$ cat config.mk
export PLATFORM = sky130hd
export DESIGN_NAME = fp_align_shift_flat
export DESIGN_NICKNAME = d
export VERILOG_FILES = /design/src/rtl/fp_align_shift_if.sv /design/src/rtl/fp_align_shift.sv /design/src/flat_wrapper.sv
export SDC_FILE = /design/constraint.sdc
export NUM_CORES = 1
export LEC_CHECK = 0
export CAP_MARGIN = 20
export CORE_MARGIN = 1.5
export CORE_UTILIZATION = 25
export DETAILED_ROUTE_END_ITERATION = 10
export PLACE_DENSITY = 0.55
export SETUP_SLACK_MARGIN = 0.05
export SYNTH_ARGS = -nofsm -noshare
export SYNTH_HDL_FRONTEND = slang
export SYNTH_SLANG_ARGS = --single-unit
$ cat constraint.sdc
create_clock -name clk -period 1.9 [get_ports clk]
set_input_delay 0.38 -clock clk [delete_from_list [all_inputs] [get_ports clk]]
set_output_delay 0.38 -clock clk [all_outputs]
set_load 0.1 [all_outputs]
$ cat src/rtl/fp_align_shift_if.sv
// Handshake and data bundle for the FP adder alignment stage.
// The master side is the upstream swap stage plus the downstream consumer; the slave side is the
// aligner itself.
interface fp_align_shift_if #(
   parameter int unsigned MAN_W = 10,
   parameter int unsigned EXP_W = 5
) ();
   // input side
   logic             in_valid;
   logic             in_ready;
   logic [MAN_W-1:0] big_man;
   logic             big_sgn;
   logic [EXP_W-1:0] big_exp;
   logic [MAN_W-1:0] sml_man;
   logic             sml_sgn;
   logic [EXP_W-1:0] sml_exp;
   // output side
   logic             out_valid;
   logic             out_ready;
   logic [MAN_W-1:0] out_big_man;
   logic             out_big_sgn;
   logic             out_sml_sgn;
   logic [EXP_W-1:0] out_exp;
   logic [MAN_W-1:0] out_sml_man;
   logic             out_guard;
   logic             out_round;
   logic             out_sticky;
   logic             out_err;

   modport master (
      output in_valid, big_man, big_sgn, big_exp, sml_man, sml_sgn, sml_exp, out_ready,
      input  in_ready, out_valid, out_big_man, out_big_sgn, out_sml_sgn, out_exp,
             out_sml_man, out_guard, out_round, out_sticky, out_err
   );

   modport slave (
      input  in_valid, big_man, big_sgn, big_exp, sml_man, sml_sgn, sml_exp, out_ready,
      output in_ready, out_valid, out_big_man, out_big_sgn, out_sml_sgn, out_exp,
             out_sml_man, out_guard, out_round, out_sticky, out_err
   );
endinterface

$ cat src/rtl/fp_align_shift.sv
// Alignment stage of the FP adder: right-shifts the small mantissa by the exponent difference,
// one bit per clock, producing guard/round/sticky for the later add/normalise/round stages.
module fp_align_shift #(
   parameter int unsigned MAN_W = 10,
   parameter int unsigned EXP_W = 5
) (
   input  logic               clk,
   input  logic               rst_n,
   fp_align_shift_if.slave    bus
);
   localparam int unsigned SrW  = MAN_W + 2;
   localparam int unsigned CntW = $clog2(MAN_W + 3);

   // Shift amounts at or beyond SrW push every mantissa bit into sticky.
   localparam logic [EXP_W:0]  ClampE = (EXP_W + 1)'(SrW);
   localparam logic [CntW-1:0] ClampN = CntW'(SrW);

   typedef enum logic [1:0] {StIdle, StShift, StDone} state_e;

   state_e           r_state;
   logic [SrW-1:0]   r_sr;
   logic             r_sticky;
   logic [CntW-1:0]  r_cnt;
   logic [MAN_W-1:0] r_big_man;
   logic             r_big_sgn;
   logic             r_sml_sgn;
   logic [EXP_W-1:0] r_exp;
   logic             r_err;

   logic [EXP_W:0]   w_diff;
   logic             w_borrow;
   logic [CntW-1:0]  w_n;
   logic             w_accept;

   // Exponent difference with borrow, clamped shift count.
   always_comb begin
      w_diff   = {1'b0, bus.big_exp} - {1'b0, bus.sml_exp};
      w_borrow = w_diff[EXP_W];
      w_n      = '0;
      if (!w_borrow) begin
         if (w_diff >= ClampE) w_n = ClampN;
         else                  w_n = CntW'(w_diff);
      end
      w_accept = bus.in_valid && (r_state == StIdle);
   end

   // Control FSM plus datapath registers; outputs come straight from these flops.
   always_ff @(posedge clk or negedge rst_n) begin
      if (!rst_n) begin
         r_state   <= StIdle;
         r_sr      <= '0;
         r_sticky  <= 1'b0;
         r_cnt     <= '0;
         r_big_man <= '0;
         r_big_sgn <= 1'b0;
         r_sml_sgn <= 1'b0;
         r_exp     <= '0;
         r_err     <= 1'b0;
      end else begin
         unique case (r_state)
            StIdle: begin
               if (w_accept) begin
                  r_sr      <= {bus.sml_man, 2'b00};
                  r_sticky  <= 1'b0;
                  r_big_man <= bus.big_man;
                  r_big_sgn <= bus.big_sgn;
                  r_sml_sgn <= bus.sml_sgn;
                  r_exp     <= bus.big_exp;
                  r_err     <= w_borrow;
                  r_cnt     <= w_n;
                  r_state   <= (w_n == '0) ? StDone : StShift;
               end
            end
            StShift: begin
               r_sr     <= {1'b0, r_sr[SrW-1:1]};
               r_sticky <= r_sticky | r_sr[0];
               r_cnt    <= r_cnt - CntW'(1);
               if (r_cnt == CntW'(1)) r_state <= StDone;
            end
            StDone: begin
               if (bus.out_ready) r_state <= StIdle;
            end
            default: r_state <= StIdle;
         endcase
      end
   end

   assign bus.in_ready    = (r_state == StIdle);
   assign bus.out_valid   = (r_state == StDone);
   assign bus.out_big_man = r_big_man;
   assign bus.out_big_sgn = r_big_sgn;
   assign bus.out_sml_sgn = r_sml_sgn;
   assign bus.out_exp     = r_exp;
   assign bus.out_sml_man = r_sr[SrW-1:2];
   assign bus.out_guard   = r_sr[1];
   assign bus.out_round   = r_sr[0];
   assign bus.out_sticky  = r_sticky;
   assign bus.out_err     = r_err;
endmodule

$ cat src/flat_wrapper.sv
// flat-port wrapper written by rule: the top's interface ports become plain ports
module fp_align_shift_flat 
#(
   parameter int unsigned MAN_W = 10,
   parameter int unsigned EXP_W = 5
)
  (clk, rst_n, bus_in_valid, bus_big_man, bus_big_sgn, bus_big_exp, bus_sml_man, bus_sml_sgn, bus_sml_exp, bus_out_ready, bus_in_ready, bus_out_valid, bus_out_big_man, bus_out_big_sgn, bus_out_sml_sgn, bus_out_exp, bus_out_sml_man, bus_out_guard, bus_out_round, bus_out_sticky, bus_out_err);
  fp_align_shift_if #(.MAN_W(MAN_W), .EXP_W(EXP_W)) bus_i ();
  input  logic clk;
  input  logic rst_n;
  input wire logic [$bits(bus_i.in_valid)-1:0] bus_in_valid;
  input wire logic [$bits(bus_i.big_man)-1:0] bus_big_man;
  input wire logic [$bits(bus_i.big_sgn)-1:0] bus_big_sgn;
  input wire logic [$bits(bus_i.big_exp)-1:0] bus_big_exp;
  input wire logic [$bits(bus_i.sml_man)-1:0] bus_sml_man;
  input wire logic [$bits(bus_i.sml_sgn)-1:0] bus_sml_sgn;
  input wire logic [$bits(bus_i.sml_exp)-1:0] bus_sml_exp;
  input wire logic [$bits(bus_i.out_ready)-1:0] bus_out_ready;
  output wire logic [$bits(bus_i.in_ready)-1:0] bus_in_ready;
  output wire logic [$bits(bus_i.out_valid)-1:0] bus_out_valid;
  output wire logic [$bits(bus_i.out_big_man)-1:0] bus_out_big_man;
  output wire logic [$bits(bus_i.out_big_sgn)-1:0] bus_out_big_sgn;
  output wire logic [$bits(bus_i.out_sml_sgn)-1:0] bus_out_sml_sgn;
  output wire logic [$bits(bus_i.out_exp)-1:0] bus_out_exp;
  output wire logic [$bits(bus_i.out_sml_man)-1:0] bus_out_sml_man;
  output wire logic [$bits(bus_i.out_guard)-1:0] bus_out_guard;
  output wire logic [$bits(bus_i.out_round)-1:0] bus_out_round;
  output wire logic [$bits(bus_i.out_sticky)-1:0] bus_out_sticky;
  output wire logic [$bits(bus_i.out_err)-1:0] bus_out_err;
  assign bus_i.in_valid = bus_in_valid;
  assign bus_i.big_man = bus_big_man;
  assign bus_i.big_sgn = bus_big_sgn;
  assign bus_i.big_exp = bus_big_exp;
  assign bus_i.sml_man = bus_sml_man;
  assign bus_i.sml_sgn = bus_sml_sgn;
  assign bus_i.sml_exp = bus_sml_exp;
  assign bus_i.out_ready = bus_out_ready;
  assign bus_in_ready = bus_i.in_ready;
  assign bus_out_valid = bus_i.out_valid;
  assign bus_out_big_man = bus_i.out_big_man;
  assign bus_out_big_sgn = bus_i.out_big_sgn;
  assign bus_out_sml_sgn = bus_i.out_sml_sgn;
  assign bus_out_exp = bus_i.out_exp;
  assign bus_out_sml_man = bus_i.out_sml_man;
  assign bus_out_guard = bus_i.out_guard;
  assign bus_out_round = bus_i.out_round;
  assign bus_out_sticky = bus_i.out_sticky;
  assign bus_out_err = bus_i.out_err;
  fp_align_shift #(.MAN_W(MAN_W), .EXP_W(EXP_W)) u_core (.clk(clk), .rst_n(rst_n), .bus(bus_i));
endmodule
==> reports/results.ini <==
[clocking]
cts_tree = yes
clockRootBuffer = clkbuf_8
clk_latency_ns = 0.28
htree_levels = 2
cts_buffers = 5
numClockSinks = 37
cts_buffer_depth = 2
clk_pin_slew_ns = 0.07

[floorplan]
die_w_um = 87.27
start_util_pct = 25.99
core_um2 = 6832
pin_count = 69
dieArea_um2 = 7616
std_cell_rows = 30
dieHeight_um = 87.27

[synthesis]
ys_types = 32
synth_top_area_cell = dfrtp_1
ys_warn_count = 0
synth-async-reset-ratio_pct = 100.0
ys.flop_type = dfrtp_1
synth_area_um2 = 1775
synth_edf_count = 0
ys_seq_elements = 37
synth_area_leaders = dfrtp_1 (52%), nand2_1 (16%), ha_1 (4.9%), a22oi_1 (3.8%), nor2_1 (2.1%)
seq_area_frac_synth_pct = 52.15
syn_inst = 199
yosysTopAreaCellShare_pct = 52.15
synthTopCellsByCount = nand2_1 (76), dfrtp_1 (37), nor2_1 (10)
syn_nets = 243
avgSynthCellArea_um2 = 8.922
synth.most_common_cell = nand2_1

[timing]
fin_crit_sh_pct = 94.64
max-slew-margin-rel_pct = 70.10
slew_violations = 0
layout_min_cycle_time_ns = 1.798
clock_skew_ns = 0.005247
tightest_slew_ns = 0.4481
setup_violations = 0
rsz0062_at_grt = no
hold_viol_final = 0
max_freq_mhz = 556.1

[route]
ant_nets = 0
vias = 1632
wl_per_cell_um = 12.09
drt_iter0_markers = 58
remaining_drc_errors = 0
wl_mm = 4.581
dr.pass1.iters = 4
vias_per_cell = 4.306

[grt]
grt_pass1_vias = 1565
grt_use_total_pct = 12.89
grt_max_degree = 25
gr-total-overflow = 0
antenna_found_initial = 0
grt_pass1_wl_mm = 7.624

[place]
port_buffers = 68
placed_area_um2 = 2833
globalplace.congestion = 0.8135
hpwl_mm = 3.353

[critical_path]
end_kind = flop
cp-start-kind = input port
worstSetupPathType = in2reg
crit_fanout = 3
required_ns = 2.07
crit_arrival_ns = 1.97

[cells_and_area]
multi_input_comb_area_um2 = 915.9
synthToLayoutAreaGrowth_pct = 70.89
diodes = 0
design_area_um2 = 3034
fillers = 688
area.sequential_um2 = 925.9
nNetsFinal = 327
drive_above_1_share_pct = 29.33

[min_path]
hold_path_class = in2async

[flow_run]
cap_violations = 0

[run_status]
outcome = completed

-- stage by stage --
stage	hold WS [ns]	cells	setup WS (ns)	util, %	setup TNS [ns]
after floorplan	0.08441	199	-0.01729	-	-0.04109
after global placement	0.3295	371	-0.5314	41.47	-2.508
after detailed placement	0.3268	371	-0.5535	41.47	-2.601
after CTS	0.02372	379	0.06423	44.05	0
after global routing	0.02464	379	0.04233	44.41	0
final	0.004532	379	0.1018	44.41	0
-- cells in the final DEF, fill, tap and decap left out, types with 3 or more instances in the layout --
master | netlist | final
buf_4 | 0 | 31
clkdlybuf4s50_1 | 0 | 26
o21ai_0 | 6 | 6
dfrtp_1 | 37 | 37
nand3_1 | 3 | 3
xnor2_2 | 0 | 3
nor2_1 | 10 | 9
clkbuf_8 | 0 | 6
inv_1 | 8 | 6
buf_12 | 0 | 19
ha_1 | 7 | 4
nand2_1 | 76 | 76
dlygate4sd2_1 | 0 | 7
a22oi_1 | 9 | 9
-- worst paths after layout --
check / end / start / slack (ns) / depth (start not counted)
min in group clk: u_core.bus.out_big_man[2] / u_core.bus.out_big_man[2] / 0.48 / 2
hold reg to reg: u_core.bus.out_big_man[2] / u_core.bus.out_big_man[2] / 0.48 / 2
setup reg to reg: u_core.r_cnt[1] / u_core.r_state[1] / 0.43 / 5
max in group asynchronous: u_core.r_sr[5] / rst_n / 1.38 / 2
hold / removal: u_core.bus.out_err / rst_n / 0.005 / 1
setup / recovery: u_core.r_state[1] / bus_big_exp[0] / 0.10 / 9
-- sequential cells by signal, summed over array words and instances, names as in the netlist --
signal and cells:
u_core.bus.out_big_man 10, u_core.bus.out_big_sgn 1, u_core.bus.out_err 1, u_core.bus.out_exp 5
u_core.bus.out_sml_sgn 1, u_core.bus.out_sticky 1, u_core.r_cnt 4, u_core.r_sr 12
u_core.r_state 2
-- cells by family after synthesis --
logic type               share of synthesized area [%]
AO/OA/AOI/OAI                                    12.40
XOR/XNOR                                         1.974
adder cells (fa/ha/maj)                          6.060
buffers and inverters                            3.664
flip-flops                                       52.15
AND/OR/NAND/NOR                                  23.75
-- final cells by class --
| type | instances | area share (%) |
|---|---|---|
| Clock buffer | 7 | 2.845 |
| Inverter | 8 | 0.9897 |
| Multi-Input combinational cell | 145 | 30.19 |
| Sequential cell | 37 | 30.52 |
| Tap cell | 96 | 3.959 |
| Timing Repair Buffer | 86 | 31.51 |
-- critical path, cell delays in order --
cell	delay, ns
dlygate4sd2_1	0.19
inv_1	0.05
ha_2	0.19
fa_2	0.36
nand2b_4	0.16
a21oi_4	0.14
xor2_2	0.18
nor2_1	0.06
a311o_1	0.26
-- layer usage --
layer	global-route usage [%]	vias up	wire (um)
met1	17.35	761	2130
met4	3.608	0	59
met2	19.79	48	2137
met3	4.265	8	253
li1	-	815	-
met5	0	-	0
-- timing repair --
action / 4_1_cts / 5_1_grt
hold buffers: 0 / 0
hold endpoints to repair: 0 / 0
gates cloned: 0 / 0
setup endpoints to repair: 5 / 3
resized for setup: 24 / 6
setup buffers: 1 / 0
pin swaps: 14 / 3
Power is not shown: default switching activity piles up to over one toggle a cycle in this logic, so the estimate is an artifact.
